--- config.mk ---
export PLATFORM = sky130hd
export DESIGN_NAME = fetch_redirect
export DESIGN_NICKNAME = d
export VERILOG_FILES = /design/src/rtl/fetch_redirect.sv
export SDC_FILE = /design/constraint.sdc
export NUM_CORES = 1
export LEC_CHECK = 0
export CAP_MARGIN = 20
export CORE_MARGIN = 2
export CORE_UTILIZATION = 50
export CTS_CLUSTER_DIAMETER = 120
export DETAILED_ROUTE_END_ITERATION = 8
export PLACE_DENSITY = 0.83
export SYNTH_ARGS = -nofsm -noshare
export SYNTH_HDL_FRONTEND = slang
export SYNTH_SLANG_ARGS = --single-unit
--- constraint.sdc ---
create_clock -name clk -period 6.35 [get_ports clk]
set_clock_uncertainty 0.1 [all_clocks]
set_input_delay 0.635 -clock clk [delete_from_list [all_inputs] [get_ports clk]]
set_output_delay 0.635 -clock clk [all_outputs]
set_load 0.01 [all_outputs]
--- src/rtl/fetch_redirect.sv ---
// ---------------------------------------------------------------------------
// fetch_redirect
//   Fetch-side control between instruction memory and decode. Owns the PC,
//   issues one imem request at a time (valid/ready), buffers the returned
//   word for decode and redirects the PC when execute resolves a taken
//   branch or jump.
//
// Ports
//   clk, reset        clock, synchronous active-high reset
//   req_valid_o       imem request valid
//   req_ready_i       imem accepts the request this cycle
//   req_addr_o        imem request address (held stable while pending)
//   resp_valid_i      imem response valid (one per accepted request)
//   resp_data_i       imem response word
//   redirect_i        execute: branch/jump taken
//   target_i          execute: redirect target
//   stall_i           decode cannot accept an instruction this cycle
//   insn_valid_o      buffered instruction valid (killed by same-cycle redirect)
//   insn_o, pc_o      buffered instruction and its PC
//   misalign_o        1-cycle pulse: accepted redirect target had [1:0]!=0
//   fetch_count_o     instructions delivered to decode (wrapping)
// ---------------------------------------------------------------------------
module fetch_redirect #(
    parameter int unsigned       AWIDTH   = 32,
    parameter int unsigned       DWIDTH   = 32,
    parameter logic [AWIDTH-1:0] BASEADDR = AWIDTH'(32'h0100_0000),
    parameter logic [31:0]       CNT_INIT = 32'h0000_0000
) (
    input  logic              clk,
    input  logic              reset,
    output logic              req_valid_o,
    input  logic              req_ready_i,
    output logic [AWIDTH-1:0] req_addr_o,
    input  logic              resp_valid_i,
    input  logic [DWIDTH-1:0] resp_data_i,
    input  logic              redirect_i,
    input  logic [AWIDTH-1:0] target_i,
    input  logic              stall_i,
    output logic              insn_valid_o,
    output logic [DWIDTH-1:0] insn_o,
    output logic [AWIDTH-1:0] pc_o,
    output logic              misalign_o,
    output logic [31:0]       fetch_count_o
);

    typedef enum logic [1:0] {
        IDLE = 2'd0,
        REQ  = 2'd1,
        WAIT = 2'd2,
        OUT  = 2'd3
    } state_e;

    state_e            state_q;
    logic [AWIDTH-1:0] pc_q;
    logic [AWIDTH-1:0] pc_d;
    logic [AWIDTH-1:0] req_addr_q;
    logic [AWIDTH-1:0] pc_out_q;
    logic [DWIDTH-1:0] insn_q;
    logic              out_valid_q;
    logic              kill_q;
    logic              misalign_q;
    logic [31:0]       count_q;

    logic              redirect_act;
    logic              resp_accept;
    logic              hold_req;

    // Redirects are only honoured once fetch is running (not in IDLE).
    assign redirect_act = redirect_i && (state_q != IDLE);

    // A response is kept only if neither an older nor a same-cycle redirect killed it.
    assign resp_accept  = (state_q == WAIT) && resp_valid_i && !kill_q && !redirect_i;

    // A pending, not-yet-accepted request must keep its address.
    assign hold_req     = (state_q == REQ) && !req_ready_i;

    // Next PC: redirect wins over sequential increment.
    always_comb begin
        pc_d = pc_q;
        if (redirect_act) begin
            pc_d = {target_i[AWIDTH-1:2], 2'b00};
        end else if (resp_accept) begin
            pc_d = pc_q + AWIDTH'(4);
        end
    end

    // Fetch FSM and all registered state.
    always_ff @(posedge clk) begin
        if (reset) begin
            state_q     <= IDLE;
            pc_q        <= BASEADDR;
            req_addr_q  <= BASEADDR;
            pc_out_q    <= '0;
            insn_q      <= '0;
            out_valid_q <= 1'b0;
            kill_q      <= 1'b0;
            misalign_q  <= 1'b0;
            count_q     <= CNT_INIT;
        end else begin
            pc_q       <= pc_d;
            misalign_q <= redirect_act && (target_i[1:0] != 2'b00);
            if (!hold_req) begin
                req_addr_q <= pc_d;
            end
            case (state_q)
                IDLE: state_q <= REQ;
                REQ: begin
                    // Request already on the bus goes out at the old address; kill its response.
                    if (redirect_i) begin
                        kill_q <= 1'b1;
                    end
                    if (req_ready_i) begin
                        state_q <= WAIT;
                    end
                end
                WAIT: begin
                    if (resp_valid_i) begin
                        kill_q <= 1'b0;
                        if (kill_q || redirect_i) begin
                            state_q <= REQ;
                        end else begin
                            insn_q      <= resp_data_i;
                            pc_out_q    <= pc_q;
                            out_valid_q <= 1'b1;
                            state_q     <= OUT;
                        end
                    end else if (redirect_i) begin
                        kill_q <= 1'b1;
                    end
                end
                OUT: begin
                    if (redirect_i) begin
                        out_valid_q <= 1'b0;
                        state_q     <= REQ;
                    end else if (out_valid_q && !stall_i) begin
                        count_q     <= count_q + 32'd1;
                        out_valid_q <= 1'b0;
                        state_q     <= REQ;
                    end
                end
                default: state_q <= IDLE;
            endcase
        end
    end

    assign req_valid_o   = (state_q == REQ);
    assign req_addr_o    = req_addr_q;
    // Wrong-path instruction is hidden from decode in the redirect cycle itself.
    assign insn_valid_o  = out_valid_q && !redirect_i;
    assign insn_o        = insn_q;
    assign pc_o          = pc_out_q;
    assign misalign_o    = misalign_q;
    assign fetch_count_o = count_q;

endmodule

# Yosys cells after proc, flatten, opt, wreduce, memory -nomap -nowiden
# Cells that the tools add are included.
dict set report classes {
  n_addsub 2
  n_eq_ne 7
  n_mux 16
  bitwise 2
  reduce_logical 22
}
# op n
set ops {}
lappend ops {{$mux W32} 2}
lappend ops {{$add A32 B1 Y32 const B} 1}
lappend ops {{$add A32 B3 Y32 const B} 1}
lappend ops {{$mux W2} 5}
lappend ops {{$reduce_and A3 Y1} 3}
lappend ops {{$logic_and A1 B1 Y1} 8}
lappend ops {{$pmux W2 S4} 1}
lappend ops {{$reduce_bool A2 Y1} 4}
lappend ops {{$mux W1} 6}
lappend ops {{$eq A2 B2 Y1 const B} 2}
lappend ops {{$logic_not A1 Y1} 4}
lappend ops {{$ne A2 B2 Y1 const B} 2}
lappend ops {{$pmux W1 S2} 2}
lappend ops {{$reduce_and A4 Y1} 1}
lappend ops {{$ne A3 B3 Y1 const B} 1}
lappend ops {{$eq A2 B1 Y1 const B} 1}
lappend ops {{$logic_not A2 Y1} 1}
lappend ops {{$ne A2 B1 Y1 const B} 1}
lappend ops {{$not A1 Y1} 2}
lappend ops {{$logic_or A1 B1 Y1} 1}
dict set report totals {
  ff_bits 165
  in_bits 70
  output_inout_bits 131
}

# Longest topological paths before layout
# Gate-level depths: netlist of run 1.
dict set report logic_depth {
  depth_word 6
  mapped_depth 9
}

# Least setup slack after synthesis of run 1
# Ideal clock, no wire load.
dict set report synth_timing {
  kind {input -> register}
  start {in redirect_i}
  end {reg req_addr_q[27], in the netlist req_addr_o[27]}
  setup_time_ns 0.126
  arrival_time_ns 2.383
  t_required_ns 6.124
  path_slack_ns 3.741
  cell_stages 7
  n_path_buf 2
  path_cell_list {buf_6 > nand4bb_1 > or4_4 > buf_6 > or4_1 > a21oi_1 > o31ai_1}
}
dict set report synth_via {
  elab_chain_len 4
  word_cells_on_any_way 5
  classes_between {2 x mux; 3 x reduce/logical}
}
# item line_no
set synth_lines {}
lappend synth_lines {{from (decl)} 36} ;# input logic redirect_i,
lappend synth_lines {{$logic_not A1 Y1} 72} ;# assign resp_accept = (state_q == WAIT) && resp_valid_i && !kill_q && !redirect_i;
lappend synth_lines {{$logic_and A1 B1 Y1} 72}
lappend synth_lines {{$mux W32} 82} ;# end else if (resp_accept) begin
lappend synth_lines {{$mux W32 *} 80} ;# if (redirect_act) begin
lappend synth_lines {{to (signal assigned)} 103} ;# req_addr_q <= pc_d;
lappend synth_lines {{to (decl)} 56} ;# logic [AWIDTH-1:0] req_addr_q;
# Every way passes the cells marked *; elsewhere a longest branch is shown, timed or not.
# A chain may end at the register's enable or synchronous reset.

# Worst setup path after layout of run 1
dict set report layout_timing {
  start {in redirect_i}
  end {reg count_q[23], in the netlist fetch_count_o[23]}
}
dict set report layout_via {
  elab_chain_len 2
}
# item line_no
set layout_lines {}
lappend layout_lines {{$not A1 Y1 (no line)} -}
lappend layout_lines {{$reduce_and A3 Y1 (no line)} -}
lappend layout_lines {{to (signal assigned)} 136} ;# count_q <= count_q + 32'd1;
lappend layout_lines {{to (decl)} 62} ;# logic [31:0] count_q;
# No other way between the ends.

==> summary.md, run 1 <==
| Metric | Value |
|---|---|
| Hold-fix buffers, CTS | 0 |
| Final Cycle Share | 0.549 |
| Slew @ Worst Pin | 1080 ps |
| Ys flop type | dfxtp_1 |
| Crit Path Class | in -> reg |
| Minimum clock period after layout | about 3500 ps |
| Post-CTS setup buffers | 0 |
| Synth Area per Inst | just over 8 µm² |
| Final Non-Filler Cells | 1191 |
| Post-layout util | 0.714 |
| Mapped cell area | a little under 7000 µm² |
| Dpl hpwl | about 13 mm |
| Io pins | 201 |
| Via count | 6692 |
| Row cnt | 42 |
| Post-CTS resize count | 0 |
| CP Data Required Time | 6600 ps |
| Number of synthesized flops with an enable pin | 0 |
| Design Area, Final | 9490 µm² |
| Final ANT Viol Nets | 0 |
| Yosys warns | 0 |
| Pins Over Slew Limit | 0 |
| Min-Delay Path Class | reg -> reg |
| Crit end category | flop |
| Arr. time, crit path | 3730 ps |
| H-Tree Depth | 4 |
| Starting density of the core | 0.513 |
| Worst path top cell family by delay | simple AND/OR/NAND/NOR gates |
| Crit path buffers/inverters | 1 |
| Synth cell types | 47 |
| Commonest non-fill, non-tap cell in the layout | clkdlybuf4s50_1 |
| Die area | roughly 15000 µm² |
| CTS tree | built |
| Num CTS Buffers | 17 |
| Critical Path Fanout Max | 14 |
| Proportion of layout cells with a drive suffix above 1 | 0.0483 |
| Outcome | finished, final reports clean |
| Worst R2R Setup Slack | about 3200 ps |
| Sink Count | 165 |
| Largest net degree at the start of global routing | 77 |
| Worst path depth | 6 |
| DP Area | 8880 µm² |
| Power Density | around 260 nW/µm² |
| Asr flop ratio synth | 0 |
| DR WL/cell | ~17 µm |
| Final wirelength | approximately 20 mm |
| Synthesized Nets | 911 |
| Clock Tree Buf Depth | 2 |
| Most frequent cells in the layout | clkdlybuf4s50_1, nand2_1, dfxtp_1, a21oi_1, nor2_1 |
| Worst skew pair latency | 420 ps |
| Seq/Total Area, Yosys | 0.485 |
| Total GRT Usage | 0.274 |
| Worst VDD drop | between 200 and 250 µV |
| DRC | 0 |
| Worst Setup Start Kind | input pin |
| Final TNS setup | 0 ps |
| RSZ-0062 raised after global routing | false |
| Static leakage | ~3.2 nW |
| Vias in the first global route | roughly 6.3k |
| Fill cells | 1037 |
| Post-Syn Instances | 834 |
| Root Driver | clkbuf_16 |
| Gpl congestion | approximately 0.84 |
| Placed Cells | approximately 1.2k |
| Core area | 13300 µm² |
| Final nets | ~1.1k |
| Setup violations, final | 0 |
| Initial antenna violation count | 0 |
| Final Hold Viols | 0 |
| Max-cap check violation count | 0 |
| Initial drt markers | between 600 and 700 |
| Total power | ~2.5 mW |
| Pre-antenna DRT Iters | 5 |
| Global-route wire length before repair | between 30 and 40 mm |
| DR vias/cell | around 5.6 |
| Rel. slew slack | 0.269 |
| Die width | between 100 and 150 µm |
| Hold path cells | 2 |
| Flops & latches, synth | around 170 |
| Remaining global-route overflow | 0 |
| Crit path largest cell delay | 1000 ps |
| Reg2reg path depth | 6 |
| Die height | 121 µm |
| ANT cells | 0 |
| Clock slew at reported path FFs | 60 ps |
| Area Overhead vs Synth | 39.3% |
| Fmax | roughly 290 MHz |
| Port buffer count | 200 |
| Crit path max-delay cell type | nor4bb_1 |
| Crit path cell chain | clkdlybuf4s50_1 -> nor4bb_1 -> and3_1 -> nand3_1 -> or4_1 -> a21oi_1 |
-- routing by layer --
layer  GRT usage  vias to the layer above  wire length [µm]  part of all wire
li1            -                     3221                 -                 -
met1       0.370                     3143              8640              0.43
met2       0.423                      295              9150              0.46
met3      0.0830                       33              1810             0.090
met4      0.0850                        0               430             0.021
met5           0                        -                 0                 0
-- flip-flops by register name, summed over array words and instances, names as in the netlist, 2 cells and up --
register       cells
pc_q              32
state_q            2
req_addr_o        32
fetch_count_o     32
insn_o            32
pc_o              32
-- synth_stat cells (all sizes together), types with 2 or more instances --
library cell | instances | share of area
nor4bb | 2 | 0.0029
or3 | 10 | 0.0092
a22oi | 3 | 0.0033
a211o | 2 | 0.0026
ha | 7 | 0.013
xor2 | 21 | 0.027
inv | 13 | 0.0072
a21oi | 88 | 0.065
o41ai | 3 | 0.0039
clkbuf | 40 | 0.022
o21ai | 28 | 0.021
nand2b | 4 | 0.0037
nor2 | 77 | 0.042
or4 | 13 | 0.015
a311oi | 3 | 0.0039
nor2b | 4 | 0.0037
nor4 | 8 | 0.0083
a211oi | 6 | 0.0066
nor3 | 18 | 0.013
o31ai | 21 | 0.023
and4 | 7 | 0.0090
nand4 | 19 | 0.017
nand2 | 170 | 0.094
a31o | 7 | 0.0090
nand3b | 2 | 0.0022
a311o | 3 | 0.0044
and3 | 8 | 0.0073
mux2i | 8 | 0.012
dfxtp | 165 | 0.48
nand3 | 38 | 0.028
xnor2 | 11 | 0.014
buf | 16 | 0.012
-- stage by stage --
| stage | worst slack (ps) | hold slack, ps |
|---|---|---|
| 3_3_place_gp | 2590 | 338 |
| 5_1_grt | 2610 | 365 |
| 3_5_place_dp | 2460 | 345 |
| 4_1_cts | 2920 | 353 |
| 2_1_floorplan | 3740 | 340 |
| 6_report | 2870 | 350 |
-- worst min-delay path: cells and delay by family (launching register included) --
kind,cells,cell delay (ps)
flops,1,310
compound gates,1,50
simple gates,1,50
-- power by group --
part	leakage (nW)	internal, mW	switching, mW
Clock	0.301	0.638	0.408
Combinational	1.59	0.148	0.152
Sequential	1.34	1.09	0.0563
Total	3.23	1.87	0.616
-- final timing paths --
| check | from | to |
|---|---|---|
| min reg2reg | req_addr_o[4]$_SDFFE_PP0N_ | req_addr_o[4]$_SDFFE_PP0N_ |
| min | req_addr_o[4]$_SDFFE_PP0N_ | req_addr_o[4]$_SDFFE_PP0N_ |
| max | redirect_i | fetch_count_o[23]$_SDFFE_PP0P_ |
| max reg2reg | state_q[0]$_SDFFE_PP0P_ | fetch_count_o[23]$_SDFFE_PP0P_ |
-- area by class of cell --
type | count | area (µm²) | share of cell area
tap | 176 | 220 | 0.0232
multi-input combinational | 599 | 3260 | 0.344
inverter | 14 | 52.6 | 0.00554
timing repair buffer | 206 | 2040 | 0.215
clock buffer | 23 | 508 | 0.0535
sequential | 165 | 3300 | 0.348
clock inverter | 8 | 96.3 | 0.0102
-- cell families after synthesis --
kind of cell               share of synthesized area
and+or+nand+nor                                0.261
AOI/OAI and AO/OA                              0.146
DFF                                            0.485
buffers and inverters                         0.0415
xor gates and xnor gates                      0.0411
muxes                                         0.0134
adders and majority gates                     0.0129
Note: power is estimated with default switching activity, not from simulation.
==> inputs of run 2 (changes only) <==
--- a/config.mk
+++ b/config.mk
@@ -7,10 +7,10 @@
 export LEC_CHECK = 0
 export CAP_MARGIN = 20
 export CORE_MARGIN = 2
-export CORE_UTILIZATION = 50
+export CORE_UTILIZATION = 47
 export CTS_CLUSTER_DIAMETER = 120
 export DETAILED_ROUTE_END_ITERATION = 8
-export PLACE_DENSITY = 0.83
+export PLACE_DENSITY = 0.79
 export SYNTH_ARGS = -nofsm -noshare
 export SYNTH_HDL_FRONTEND = slang
 export SYNTH_SLANG_ARGS = --single-unit
==> constraint.sdc (replaced) <==
create_clock -name clk -period 3.6 [get_ports clk]
set_clock_uncertainty 0.1 [all_clocks]
set_input_delay 0.36 -clock clk [delete_from_list [all_inputs] [get_ports clk]]
set_output_delay 0.36 -clock clk [all_outputs]
set_load 0.01 [all_outputs]
==> run 2 against run 1 <==
Net effect:
- via count is essentially flat
- final area is 0.94% higher
- power is 77% higher
- utilization fell by 4.7 points
- critical path depth increased by 1
- critical endpoint is now req_addr_o[31]$_SDFFE_PP0N_
- largest cell class unchanged
==> summary.md, run 2 (synthesis results as in run 1) <==
| Metric | Value |
|---|---|
| Outcome | finished, final reports clean |
| Static leakage | 3.27 nW (+1.4%) |
| Max-cap check violation count | 0 (unchanged) |
| Minimum clock period after layout | approximately 2800 ps |
| Die width | 124 µm (+3.0%) |
| Most frequent cells in the layout | clkdlybuf4s50_1, nand2_1, dfxtp_1, a21oi_1, nor2_1 |
| Post-CTS resize count | 0 (unchanged) |
| Gpl congestion | 0.853 (+2.0%) |
| Worst skew pair latency | 420 ps (about the same) |
| Pre-antenna DRT Iters | 5 (unchanged) |
| Total power | 4.40 mW (+77%) |
| ANT cells | 0 (unchanged) |
| Proportion of layout cells with a drive suffix above 1 | 0.0556 (+0.00728) |
| Register area | 3300 µm² (unchanged) |
| Remaining global-route overflow | 0 (unchanged) |
| DP Area | 8970 µm² (+1.0%) |
| Pre-CTS WS | 627 ps (-1840 ps) |
| Root Driver | clkbuf_16 |
| Port buffer count | 200 (unchanged) |
| Slew @ Worst Pin | 947 ps (-135 ps) |
| Dpl hpwl | 13.7 mm (+3.2%) |
| Die area | 15500 µm² (+6.2%) |
| Power Density | 460 nW/µm² (+75%) |
| Post-CTS setup buffers | 0 (unchanged) |
| DR WL/cell | 16.6 µm (-1.5%) |
| Multi-input logic area | 3270 µm² (+0.15%) |
| Worst Setup Start Kind | flop |
| Fill cells | 1195 (+15%) |
| Setup violations, final | 0 (unchanged) |
| Critical Path Fanout Max | 20 (+6) |
| Fmax | 357 MHz |
| DRC | 0 (unchanged) |
| Num CTS Buffers | 17 (unchanged) |
| Global-route wire length before repair | 32.0 mm (+0.63%) |
| Arr. time, crit path | 3030 ps (-700 ps) |
| Final Cycle Share | 0.778 |
| Sink Count | 165 (unchanged) |
| Row cnt | 44 (+4.8%) |
| Final Hold Viols | 0 (unchanged) |
| Crit end category | flop |
| RSZ-0062 raised after global routing | false |
| Design Area, Final | 9580 µm² (+0.94%) |
| Area Overhead vs Synth | 40.6% |
| Via count | 6687 (-0.075%) |
| Final ANT Viol Nets | 0 (unchanged) |
| H-Tree Depth | 4 (unchanged) |
| Rel. slew slack | 0.367 (+0.0983) |
| Crit Path Class | reg -> reg |
| Final nets | 1090 (+0.93%) |
| Hold-fix buffers, CTS | 0 (unchanged) |
| Commonest non-fill, non-tap cell in the layout | clkdlybuf4s50_1 |
| Io pins | 201 (unchanged) |
| Die height | 124 µm (+3.0%) |
| Worst VDD drop | 315 µV (+39%) |
| Pins Over Slew Limit | 0 (unchanged) |
| Initial antenna violation count | 1 (+1) |
| Min-Delay Path Class | in -> reg |
| Final TNS setup | 0 ps (unchanged) |
| CTS tree | built |
| Core area | 14400 µm² (+8.1%) |
| CP Data Required Time | 3830 ps (-2770 ps) |
| Total GRT Usage | 0.254 (-0.0205) |
| Vias in the first global route | 6200 (-1.8%) |
| Final worst slack | 800 ps (-2070 ps) |
| Clock Tree Buf Depth | 2 (unchanged) |
| Initial drt markers | 590 (-3.4%) |
| Clock slew at reported path FFs | 60 ps (about the same) |
| Final wirelength | 20.0 mm (about the same) |
| Starting density of the core | 0.474 (-0.0383) |
| DR vias/cell | 5.53 (-1.6%) |
| Largest net degree at the start of global routing | 65 (-16%) |
## run 2: cell count changes in the layout (fill, tap and decap cells not counted)
cell / before / now
clkbuf_1: 0 / 3
buf_4: 7 / 17
clkinvlp_4: 1 / 2
nor2b_2: 1 / 0
clkinv_4: 1 / 0
nor2b_4: 0 / 1
clkbuf_8: 6 / 3
bufinv_16: 2 / 3
## run 2: worst paths after layout
kind | start | endpoint | slack (ps) | cells past startpoint
worst max-delay path | state_q[0]$_SDFFE_PP0P_ | req_addr_o[31]$_SDFFE_PP0N_ | 800 | 7
worst max register to register | state_q[0]$_SDFFE_PP0P_ | req_addr_o[31]$_SDFFE_PP0N_ | 800 | 7
worst min register to register | pc_o[2]$_SDFFE_PP0P_ | pc_o[2]$_SDFFE_PP0P_ | 350 | 2
worst min-delay path | reset | pc_o[18]$_SDFFE_PP0P_ | 220 | 2
## run 2: report_power, final
| group | switching [mW] | internal (mW) | leakage (nW) | total [mW] |
|---|---|---|---|---|
| clock network | 0.706 | 1.14 | 0.293 | 1.85 |
| registers | 0.104 | 1.92 | 1.34 | 2.02 |
| logic | 0.270 | 0.267 | 1.64 | 0.536 |
| total | 1.08 | 3.32 | 3.27 | 4.40 |
## run 2: cell type report
cell class / count / share of cell area
clock buffers: 23 / 0.0499
inverters: 14 / 0.00549
clock inverters: 9 / 0.0131
flip-flops and latches: 165 / 0.345
well taps: 184 / 0.0240
repair buffers: 216 / 0.221
multi-input cells: 599 / 0.341
## run 2: routing by layer
metal  up-vias  share of wire  GRT usage
met5         -              0          0
met4         0          0.020     0.0760
met3        31          0.083     0.0752
met2       264           0.46      0.400
met1      3136           0.44      0.338
li1       3256              -          -
## run 2: stage by stage
step                      cells   util  hold slack [ps]
after floorplan             834      -              340
after global placement     1178  0.625              341
after detailed placement   1178  0.625              346
after CTS                  1210  0.667              204
after global routing       1210  0.667              223
final                      1210  0.667              225
## run 2: critical path, stage by stage, from the launching register on
cell and delay, ps:
dfxtp_1 350, inv_1 110, ha_1 330, nand4bb_4 180, or4_4 700, or4_1 550
a31o_2 260, o21ai_1 120
